===== src/rtl/control_unit.sv =====
// control_unit: hardwired fetch/decode/execute sequencer for ALUSystem.
// Fetches a 16-bit instruction as two bytes into IR, then issues 1..3
// execute micro-cycles. It latches the ALU Z flag for BEQ.
module control_unit #(
    parameter logic [3:0] NOP_OPCODE = 4'hB
) (
    input  logic        Clock,
    input  logic        Reset,
    input  logic [15:0] IROut,
    input  logic [3:0]  ALUOutFlag,
    output logic [1:0]  RF_OutASel,
    output logic [1:0]  RF_OutBSel,
    output logic [1:0]  RF_FunSel,
    output logic [3:0]  RF_RegSel,
    output logic [3:0]  ALU_FunSel,
    output logic [1:0]  ARF_OutCSel,
    output logic [1:0]  ARF_OutDSel,
    output logic [1:0]  ARF_FunSel,
    output logic [2:0]  ARF_RegSel,
    output logic        IR_LH,
    output logic        IR_Enable,
    output logic [1:0]  IR_Funsel,
    output logic        Mem_WR,
    output logic        Mem_CS,
    output logic [1:0]  MuxASel,
    output logic [1:0]  MuxBSel,
    output logic        MuxCSel,
    output logic [2:0]  SeqT,
    output logic        Halted
);

    typedef enum logic [2:0] {
        S_INIT,
        S_T0,
        S_T1,
        S_T2,
        S_T3,
        S_T4,
        S_HALT
    } state_e;

    typedef enum logic [3:0] {
        OP_ADD = 4'h0,
        OP_SUB = 4'h1,
        OP_AND = 4'h2,
        OP_OR  = 4'h3,
        OP_LDI = 4'h4,
        OP_LD  = 4'h5,
        OP_ST  = 4'h6,
        OP_BRA = 4'h7,
        OP_BEQ = 4'h8,
        OP_INC = 4'h9,
        OP_DEC = 4'hA,
        OP_HLT = 4'hF
    } op_e;

    // Register-file / ARF / IR function encodings
    localparam logic [1:0] FUN_DEC   = 2'b00;
    localparam logic [1:0] FUN_INC   = 2'b01;
    localparam logic [1:0] FUN_LOAD  = 2'b10;
    localparam logic [1:0] FUN_CLEAR = 2'b11;

    // ARF register selects (active-low)
    localparam logic [2:0] ARF_SEL_PC = 3'b011;
    localparam logic [2:0] ARF_SEL_AR = 3'b101;

    // Mux sources
    localparam logic [1:0] MUX_ALU = 2'b00;
    localparam logic [1:0] MUX_MEM = 2'b01;
    localparam logic [1:0] MUX_IMM = 2'b10;

    // ARF OutD sources
    localparam logic [1:0] OUTD_AR = 2'b00;
    localparam logic [1:0] OUTD_PC = 2'b10;

    state_e     state_q, state_d;
    logic       z_flag_q, z_flag_d;
    logic       halted_q, halted_d;

    logic [3:0] op;
    logic [1:0] rd;
    logic [1:0] rs;
    logic       is_nop;
    logic       is_alu;
    logic [1:0] exec_len;
    logic       last_exec;
    logic [3:0] rd_regsel;

    assign op        = IROut[15:12];
    assign rd        = IROut[11:10];
    assign rs        = IROut[9:8];
    assign is_nop    = (op == NOP_OPCODE);
    assign is_alu    = !is_nop && (op inside {OP_ADD, OP_SUB, OP_AND, OP_OR});
    assign rd_regsel = ~(4'b1000 >> rd);

    // Number of execute micro-cycles for the decoded instruction
    always_comb begin
        exec_len = 2'd1;
        if (!is_nop && (op == OP_LD || op == OP_ST)) begin
            exec_len = 2'd2;
        end
    end

    assign last_exec = (state_q == S_T2 && exec_len == 2'd1) ||
                       (state_q == S_T3 && exec_len == 2'd2) ||
                       (state_q == S_T4);

    // State, Z flag and halt registers
    always_ff @(posedge Clock or negedge Reset) begin
        if (!Reset) begin
            state_q  <= S_INIT;
            z_flag_q <= 1'b0;
            halted_q <= 1'b0;
        end else begin
            state_q  <= state_d;
            z_flag_q <= z_flag_d;
            halted_q <= halted_d;
        end
    end

    // Next-state, Z flag capture and halt latch
    always_comb begin
        state_d  = state_q;
        z_flag_d = z_flag_q;
        halted_d = halted_q;
        case (state_q)
            S_INIT: state_d = S_T0;
            S_T0:   state_d = S_T1;
            S_T1:   state_d = S_T2;
            S_T2: begin
                if (is_alu) begin
                    z_flag_d = ALUOutFlag[3];
                end
                if (!is_nop && op == OP_HLT) begin
                    state_d  = S_HALT;
                    halted_d = 1'b1;
                end else if (last_exec) begin
                    state_d = S_T0;
                end else begin
                    state_d = S_T3;
                end
            end
            S_T3:   state_d = last_exec ? S_T0 : S_T4;
            S_T4:   state_d = S_T0;
            S_HALT: state_d = S_HALT;
            default: state_d = S_INIT;
        endcase
    end

    // Control vector: idle defaults, overridden per state and decoded op.
    // Held idle while Reset is low so the bus goes quiet without waiting for a clock.
    always_comb begin
        RF_OutASel  = '0;
        RF_OutBSel  = '0;
        RF_FunSel   = '0;
        RF_RegSel   = '1;
        ALU_FunSel  = '0;
        ARF_OutCSel = '0;
        ARF_OutDSel = '0;
        ARF_FunSel  = '0;
        ARF_RegSel  = '1;
        IR_LH       = 1'b0;
        IR_Enable   = 1'b0;
        IR_Funsel   = '0;
        Mem_WR      = 1'b0;
        Mem_CS      = 1'b1;
        MuxASel     = '0;
        MuxBSel     = '0;
        MuxCSel     = 1'b0;
        SeqT        = '0;
        Halted      = 1'b0;
        if (Reset) begin
            Halted = halted_q;
            case (state_q)
                S_INIT: begin
                    ARF_FunSel = FUN_CLEAR;
                    ARF_RegSel = ARF_SEL_PC;
                end
                S_T0, S_T1: begin
                    SeqT        = (state_q == S_T1) ? 3'd1 : 3'd0;
                    ARF_OutDSel = OUTD_PC;
                    Mem_CS      = 1'b0;
                    IR_Enable   = 1'b1;
                    IR_LH       = (state_q == S_T1);
                    IR_Funsel   = FUN_LOAD;
                    ARF_FunSel  = FUN_INC;
                    ARF_RegSel  = ARF_SEL_PC;
                end
                S_T2: begin
                    SeqT = 3'd2;
                    if (!is_nop) begin
                        case (op)
                            OP_ADD, OP_SUB, OP_AND, OP_OR: begin
                                RF_OutASel = rd;
                                RF_OutBSel = rs;
                                MuxCSel    = 1'b0;
                                case (op)
                                    OP_ADD:  ALU_FunSel = 4'b0100;
                                    OP_SUB:  ALU_FunSel = 4'b0101;
                                    OP_AND:  ALU_FunSel = 4'b0111;
                                    default: ALU_FunSel = 4'b1000;
                                endcase
                                MuxASel   = MUX_ALU;
                                RF_FunSel = FUN_LOAD;
                                RF_RegSel = rd_regsel;
                            end
                            OP_LDI: begin
                                MuxASel   = MUX_IMM;
                                RF_FunSel = FUN_LOAD;
                                RF_RegSel = rd_regsel;
                            end
                            OP_LD, OP_ST: begin
                                MuxBSel    = MUX_IMM;
                                ARF_FunSel = FUN_LOAD;
                                ARF_RegSel = ARF_SEL_AR;
                            end
                            OP_BRA: begin
                                MuxBSel    = MUX_IMM;
                                ARF_FunSel = FUN_LOAD;
                                ARF_RegSel = ARF_SEL_PC;
                            end
                            OP_BEQ: begin
                                if (z_flag_q) begin
                                    MuxBSel    = MUX_IMM;
                                    ARF_FunSel = FUN_LOAD;
                                    ARF_RegSel = ARF_SEL_PC;
                                end
                            end
                            OP_INC: begin
                                RF_FunSel = FUN_INC;
                                RF_RegSel = rd_regsel;
                            end
                            OP_DEC: begin
                                RF_FunSel = FUN_DEC;
                                RF_RegSel = rd_regsel;
                            end
                            default: ;
                        endcase
                    end
                end
                S_T3: begin
                    SeqT = 3'd3;
                    if (!is_nop && op == OP_LD) begin
                        ARF_OutDSel = OUTD_AR;
                        Mem_CS      = 1'b0;
                        MuxASel     = MUX_MEM;
                        RF_FunSel   = FUN_LOAD;
                        RF_RegSel   = rd_regsel;
                    end else if (!is_nop && op == OP_ST) begin
                        RF_OutASel  = rd;
                        MuxCSel     = 1'b0;
                        ALU_FunSel  = 4'b0000;
                        ARF_OutDSel = OUTD_AR;
                        Mem_CS      = 1'b0;
                        Mem_WR      = 1'b1;
                    end
                end
                S_T4: SeqT = 3'd4;
                default: ;
            endcase
        end
    end

endmodule


===== config.mk =====
export PLATFORM = sky130hd
export DESIGN_NAME = control_unit
export DESIGN_NICKNAME = d
export VERILOG_FILES = /design/src/rtl/control_unit.sv
export SDC_FILE = /design/constraint.sdc
export NUM_CORES = 1
export LEC_CHECK = 0
export ABC_CLOCK_PERIOD_IN_PS = 5500
export BUFFER_PORTS_ARGS = -buffer_cell sky130_fd_sc_hd__buf_2
export CAP_MARGIN = 20
export CORE_UTILIZATION = 44
export CTS_CLUSTER_DIAMETER = 150
export DETAILED_ROUTE_END_ITERATION = 10
export PLACE_DENSITY = 0.93
export SYNTH_ARGS = -nofsm -noshare
export SYNTH_HDL_FRONTEND = slang
export SYNTH_SLANG_ARGS = --single-unit

===== constraint.sdc =====
create_clock -name Clock -period 5.5 [get_ports Clock]
set_input_delay 1.65 -clock Clock [delete_from_list [all_inputs] [get_ports Clock]]
set_output_delay 1.65 -clock Clock [all_outputs]
set_load 0.01 [all_outputs]

==> results.toml, run 1 <==
[routing]
drc = 0
antenna_left = 0
drtIter0Drc = 20
drt_wl_total_um = 2120
via_count = 901
avgViaCountPerCell = 5.36
first_pass_iters = 4
wl_per_cell_um = 12.6

[grt]
antenna_found_initial = 0
overflow = 0
grt_use_total_pct = 22.1
grt_max_degree = 16
grt_pass1_wl_um = 3340
grt_pass1_vias = 800

[clocking]
cts_max_path_buffers = 2
ctsHoldBuffers = 0
cts_made_buffers = 3
clock_sinks = 5
clkSlewWorstSetupHoldPaths_ps = 40
cts_max_level = 1
cts_tree = "done"
worstSkewPairLatency_ps = 240
post_cts_buffers = 0
ctsResizeCount = 0
cts-root-buf = "clkbuf_4"

[timing]
hold_ws_ps = 483
slew_violations = 0
fin_skew_ps = 1.75
fin_crit_sh_pct = 80.3
rsz0062_at_grt = "no"
final-hold-violation-count = 0
fmax_mhz = 226
min_period_ps = 4420
finalSetupViolCount = 0
fin_setup_tns_ps = 0

[floorplan]
ios = 60
rows = 15
core_um2 = 1760
die_area_um2 = 2080
die_h_um = 45.7
start_util_pct = 47.5
die_x_um = 45.7

[logic_synthesis]
synth_edf_count = 0
syn-cell-area_um2 = 838
syn_area_per_cell_um2 = 7.55
synth_top_area_share_pct = 14.9
yosysMostFrequentCell = "buf_4"
ys_top_cells_by_area = "dfrtp_1 (15%), buf_4 (11%), nand2b_1 (6.7%)"
yosysSeqAreaShare_pct = 14.9
ys_seq_elements = 5
ys_warn_count = 0
yosys-top-cells-count = "buf_4 (12), nor2_1 (11), nand2b_1 (9)"
yosysUniqueCellTypes = 45
syn_inst = 111
async_flop_share_pct = 100
yosys.area.top_type = "dfrtp_1"
synth_ff_type = "dfrtp_1"

[layout]
num_antenna_cells = 0
synthToLayoutAreaGrowth_pct = 18.5
drive_gt1_share_pct = 36.4
final_nets = 166

[pwr]
p_int_mw = 0.182
power_density_nw_per_um2 = 358
vdd_drop_max_mv = 0.232
combinationalPowerShare_pct = 61.8
switchingPower_mw = 0.173
p_leak_nw = 0.463
clkPwrFrac_pct = 11.8
switching_share_pct = 48.7
pwr-share-seq_pct = 26.5

[worst_setup_path]
cp-start-kind = "input port"
crit_fanout = 13
end_kind = "output port"
worstPathRequired_ps = 3850
path_class = "in -> out"
arrival_ps = 2770
ff2ff_path_depth = 3

[placement]
port_buffers = 41
dpl.hpwl_um = 1640
routabilityCongestion = 0.853

[status]
outcome = "finished, final reports clean"

[min_path]
hold_depth = 1
hold_path_class = "reg -> reg"

[job]
maxCapViolations = 0
-- cell usage in the layout (no fill, tap or decap), drive strengths merged, types with 3 or more instances in the layout --
| cell type | instances |
|---|---|
| nor3b | 3 |
| nand2b | 9 |
| nor3 | 5 |
| nand2 | 5 |
| buf | 41 |
| nor2b | 6 |
| nor2 | 11 |
| conb | 7 |
| dfrtp | 5 |
| and2 | 6 |
| o211ai | 5 |
| clkbuf | 4 |
-- flip-flops by register name (all words and copies together) (netlist names) --
register / cells
state_q: 3
halted_q: 1
z_flag_q: 1
-- per-stage QoR --
stage	power [mW]	util, %	instance area (um^2)	worst slack, ps	std cells
global placement	0.301	54.8	967	1100	164
floorplan	0.272	-	857	1340	116
detailed placement	0.313	54.8	967	1070	164
finish	0.356	56.3	993	1080	168
global route	0.385	56.3	993	968	168
CTS	0.359	56.3	993	1060	168
-- cell type report --
type / instances / area (um^2)
multi-input combinational: 91 / 598
timing repair buffer: 41 / 205
inverter: 2 / 7.51
sequential: 5 / 125
fill: 191 / 771
tap: 25 / 31.3
clock buffer: 4 / 26.3
-- worst paths after layout --
path / from / endpoint / slack (ps)
max: IROut[13] / RF_RegSel[1] / 1080
min: halted_q / halted_q / 480
max reg2reg: state_q[1] / z_flag_q / 4000
min reg2reg: halted_q / halted_q / 480
max in group asynchronous: Reset / state_q[2] / 3980
min in group asynchronous: Reset / z_flag_q / 1290
-- cells by family (layout without fill, tap and decap cells) --
group | after synthesis | after routing | synth area share, %
AO/OA/AOI/OAI | 22 | 22 | 19.9
buffers and inverters | 20 | 47 | 16.0
multiplexers | 1 | 1 | 1.34
flip-flops | 5 | 5 | 14.9
XOR/XNOR | 2 | 2 | 2.09
other | 2 | 7 | 0.896
AND/OR/NAND/NOR | 59 | 59 | 44.9
-- routing by layer --
layer,vias up,track usage (%),routed length (um)
met3,4,3.17,147
met5,-,0,0
met2,48,39.1,1080
li1,444,-,-
met1,405,24.5,857
met4,0,13.3,31
-- power groups by stage --
stage	clock [mW]	combinational (mW)	sequential [mW]
after floorplan	0	0.203	0.0683
after global placement	0	0.210	0.0910
after detailed placement	0	0.219	0.0937
after CTS	0.0445	0.221	0.0938
after global routing	0.0481	0.237	0.0994
final	0.0418	0.220	0.0942
-- worst max-delay path: stages --
cell and delay, ps:
buf_2 170, xnor2_1 440, a31oi_1 230, o211ai_1 120, buf_2 150
(Power assumes the default switching activity.)
==> run 2: changes to the inputs <==
Settings changed: ABC_CLOCK_PERIOD_IN_PS 5500 to 3800, CORE_UTILIZATION 44 to 37, PLACE_DENSITY 0.93 to 0.84.
Clock period 5.5 ns to 3.8 ns, I/O delays scaled along.
==> results.toml, run 2 (synthesized netlist as in run 1, its figures left out) <==
[floorplan]
die_h_um = 49.6
die_x_um = 49.6
start_util_pct = 41.1
rows = 16
core_um2 = 2040
ios = 60
die_area_um2 = 2460

[routing]
drtIter0Drc = 28
avgViaCountPerCell = 5.22
drc = 0
via_count = 893
antenna_left = 0
first_pass_iters = 4
wl_per_cell_um = 11.5
drt_wl_total_um = 1970

[placement]
routabilityCongestion = 0.761
numPlacedInstances = 167
dpl.hpwl_um = 1610
port_buffers = 41

[grt]
overflow = 0
grt_pass1_vias = 754
grt_pass1_wl_um = 3280
grt_use_total_pct = 16.7
grt_max_degree = 16
antenna_found_initial = 0

[layout]
layout_commonest_cell = "buf_2"
reg.largest.list = "state_q (3), halted_q (1), z_flag_q (1)"
final_nets = 167
multiInputGateArea_um2 = 598
seq_area_um2 = 125
n_fill_cell = 216
final_cell_count_no_fill = 171
final_cell_mix = "buf_2 (41), nor2_1 (11), nand2b_1 (9)"
fin_util_pct = 49.1
drive_gt1_share_pct = 36.8
synthToLayoutAreaGrowth_pct = 19.7
top_register = "state_q"
largest_reg_flops = 3
num_antenna_cells = 0

[timing]
fin_crit_sh_pct = 89.8
fin_setup_tns_ps = 0
min_period_ps = 3410
fmax_mhz = 293
finalSetupViolCount = 0
hold_ws_ps = 477
rsz0062_at_grt = "no"
fin_skew_ps = 0.0875
slew_violations = 0
final-hold-violation-count = 0

[worst_setup_path]
crit_path_frequent_cell = "buf_2"
critPathTopFamily = "simple AND/OR/NAND/NOR gates"
cp-start-kind = "input port"
slowest_delay_ps = 390
crit_chain = "buf_2, nand2b_1, o32a_1, nor3b_1, buf_2"
crit_path_top_delay_cell = "o32a_1"
end_kind = "output port"
arrival_ps = 2270
path_class = "in -> out"
worstPathRequired_ps = 2660
r2r_slack_ps = 2260
crit_fanout = 12
crit_buf_inv = 2

[pwr]
combinationalPowerShare_pct = 61.6
p_int_mw = 0.265
pwr-share-seq_pct = 26.8
switchingPower_mw = 0.244
vdd_drop_max_mv = 0.320
clkPwrFrac_pct = 11.5
switching_share_pct = 48.0
p_leak_nw = 0.468
power_density_nw_per_um2 = 507

[clocking]
cts-root-buf = "clkbuf_4"
cts_max_path_buffers = 2
cts_made_buffers = 3
cts_tree = "done"
clock_sinks = 5
cts_max_level = 1
worstSkewPairLatency_ps = 240
ctsHoldBuffers = 0
ctsResizeCount = 0
post_cts_buffers = 0
clkSlewWorstSetupHoldPaths_ps = 40

[status]
outcome = "finished, final reports clean"

[job]
maxCapViolations = 0

[min_path]
hold_path_class = "reg -> reg"
## run 2: final cells by class
| class | count | share of cell area (%) |
|---|---|---|
| Inverter | 2 | 0.748 |
| Timing Repair Buffer | 42 | 21.2 |
| Tap cell | 27 | 3.37 |
| Multi-Input combinational cell | 91 | 59.6 |
| Clock buffer | 4 | 2.62 |
| Sequential cell | 5 | 12.5 |
## run 2: power groups by stage
stage	clock network, mW	registers [mW]	logic, mW
floorplan	0	0.0989	0.294
global placement	0	0.134	0.308
detailed placement	0	0.136	0.315
CTS	0.0619	0.135	0.317
global route	0.0699	0.142	0.347
finish	0.0587	0.137	0.314
## run 2: through the flow
step	setup slack (ps)	area, um^2	power [mW]
floorplan	655	857	0.393
global placement	432	977	0.442
detailed placement	408	977	0.450
CTS	395	1000	0.514
global route	320	1000	0.560
finish	388	1000	0.509
## run 2: final timing paths
check | cells past startpoint | startpoint | endpoint
hold reg to reg | 1 | halted_q | halted_q
setup reg to reg | 3 | state_q[0] | z_flag_q
max in group asynchronous | 2 | Reset | halted_q
min in group asynchronous | 1 | Reset | state_q[2]
hold / removal | 1 | halted_q | halted_q
setup / recovery | 5 | IROut[12] | RF_OutASel[0]
## run 2: worst register-to-register path, delay by kind of cell, from the launching register on
| kind | cells | cell delay (ps) |
|---|---|---|
| flip-flops | 1 | 630 |
| AND/OR/NAND/NOR | 2 | 450 |
| multiplexers | 1 | 360 |
## run 2: metal layers
layer  up-vias  share of wire, %  track usage, %
met2        32                51            30.6
li1        453                 -               -
met5         -                 0               0
met3         0               5.5            4.94
met4         0                 0            2.86
met1       408                44            19.0
==> run 3: changes to the inputs <==
Settings changed: ABC_CLOCK_PERIOD_IN_PS 3800 to 3830, CAP_MARGIN 20 to not set, CELL_PAD_IN_SITES_DETAIL_PLACEMENT set to 1, CELL_PAD_IN_SITES_GLOBAL_PLACEMENT set to 2, CORE_UTILIZATION 37 to 20, PLACE_DENSITY 0.84 to 0.86.
Clock period 3.8 ns to 3.83 ns, I/O delays scaled along.
==> results.toml, run 3 (synthesized netlist as in run 1, its figures left out) <==
[floorplan]
start_util_pct = 21.0
die_h_um = 66.7
die_x_um = 66.7
rows = 23
die_area_um2 = 4450
core_um2 = 4000
ios = 60

[layout]
final_area_um2 = 1060
drive_gt1_share_pct = 37.2
final_cell_mix = "buf_2 (41), nor2_1 (11), nand2b_1 (9)"
num_antenna_cells = 0
final_cell_count_no_fill = 195
reg.largest.list = "state_q (3), halted_q (1), z_flag_q (1)"
n_fill_cell = 504
largest_reg_flops = 3
synthToLayoutAreaGrowth_pct = 26.3
top_register = "state_q"
final_nets = 168
layout_commonest_cell = "buf_2"

[routing]
drc = 0
wl_per_cell_um = 12.6
via_count = 892
first_pass_iters = 4
drtIter0Drc = 17
antenna_left = 0
avgViaCountPerCell = 4.57
drt_wl_total_um = 2450

[grt]
grt_pass1_vias = 846
overflow = 0
antenna_found_initial = 0
grt_use_total_pct = 11.3
grt_max_degree = 16
grt_pass1_wl_um = 3910

[worst_setup_path]
crit_path_top_delay_cell = "o32a_1"
cp-start-kind = "input port"
end_kind = "output port"
cp-startpoint = "IROut[12]"
crit_fanout = 12
path_class = "in -> out"
worstPathRequired_ps = 2680
rr_startpoint = "state_q[1]"
crit_chain = "buf_2, nand2b_1, o32a_1, nor3b_1, buf_2"
slowest_delay_ps = 400
arrival_ps = 2300
crit_path_frequent_cell = "buf_2"

[pwr]
vdd_drop_max_mv = 0.195
power.total_mw = 0.556
switchingPower_mw = 0.259
combinationalPowerShare_pct = 57.3
clkPwrFrac_pct = 17.8
switching_share_pct = 46.7
power_density_nw_per_um2 = 525
pwr-share-seq_pct = 24.9
p_int_mw = 0.296
p_leak_nw = 0.480

[clocking]
ctsResizeCount = 0
worstSkewPairLatency_ps = 220
cts_max_level = 1
ctsHoldBuffers = 0
clock_sinks = 5
cts-root-buf = "clkbuf_8"
cts_made_buffers = 3
clkSlewWorstSetupHoldPaths_ps = 40
cts_tree = "done"
post_cts_buffers = 0
cts_max_path_buffers = 2

[timing]
rsz0062_at_grt = "no"
final-hold-violation-count = 0
slew_violations = 0
finalSetupViolCount = 0
min_period_ps = 3450
fin_skew_ps = 3.73
fin_crit_sh_pct = 90.0
worst_slack_ps = 382
fin_setup_tns_ps = 0
fmax_mhz = 290

[placement]
routabilityCongestion = 0.740
dpl.hpwl_um = 1950
post_dp_cell_area_um2 = 1010
pre_cts_ws_ps = 380
numPlacedInstances = 191
port_buffers = 41

[min_path]
hold_path_class = "reg -> reg"
min_from = "halted_q"

[status]
outcome = "finished, final reports clean"

[job]
maxCapViolations = 0
run 3: cell count changes in the layout (fill, tap and decap cells not counted):
cell and change:
buf_4 +1, clkbuf_4 -3, clkbuf_8 +3
run 3: final cells by class:
cell class | instances | area [um^2] | area share [%]
multi-input cells | 91 | 598 | 56.5
repair buffers | 43 | 220 | 20.8
flip-flops and latches | 5 | 125 | 11.8
well taps | 50 | 62.6 | 5.91
clock buffers | 4 | 45.0 | 4.26
inverters | 2 | 7.51 | 0.709
run 3: layer usage:
metal | vias to the layer above | track usage (%) | routed length, um
met5 | - | 0 | 0
met4 | 0 | 1.60 | 8
met2 | 35 | 17.6 | 1080
met3 | 2 | 2.57 | 173
met1 | 407 | 15.9 | 1190
li1 | 448 | - | -
run 3: power groups by stage:
stage / logic [mW] / registers [mW] / clock network (mW)
floorplan: 0.292 / 0.0981 / 0
global placement: 0.316 / 0.139 / 0
detailed placement: 0.320 / 0.139 / 0
CTS: 0.322 / 0.138 / 0.101
global route: 0.357 / 0.145 / 0.106
finish: 0.318 / 0.138 / 0.0990
run 3: path summary, 6_finish.rpt:
path	to	cells past startpoint	slack (ps)
max in group asynchronous	state_q[0]	2	2750
worst min register to register	halted_q	1	470
min in group asynchronous	halted_q	2	940
worst max-delay path	RF_OutASel[0]	5	380
worst max register to register	z_flag_q	3	2290
worst min-delay path	halted_q	1	470
run 3: per-stage QoR:
stage | utilization, % | hold WS (ps)
floorplan | - | 435
global placement | 25.3 | 461
detailed placement | 25.3 | 463
CTS | 26.5 | 474
global route | 26.5 | 484
finish | 26.5 | 472
run 3: critical path: cells and delay by family:
kind / cells / cell delay [ps]
AOI/OAI and AO/OA: 1 / 400
buffers and inverters: 2 / 330
and+or+nand+nor: 2 / 420
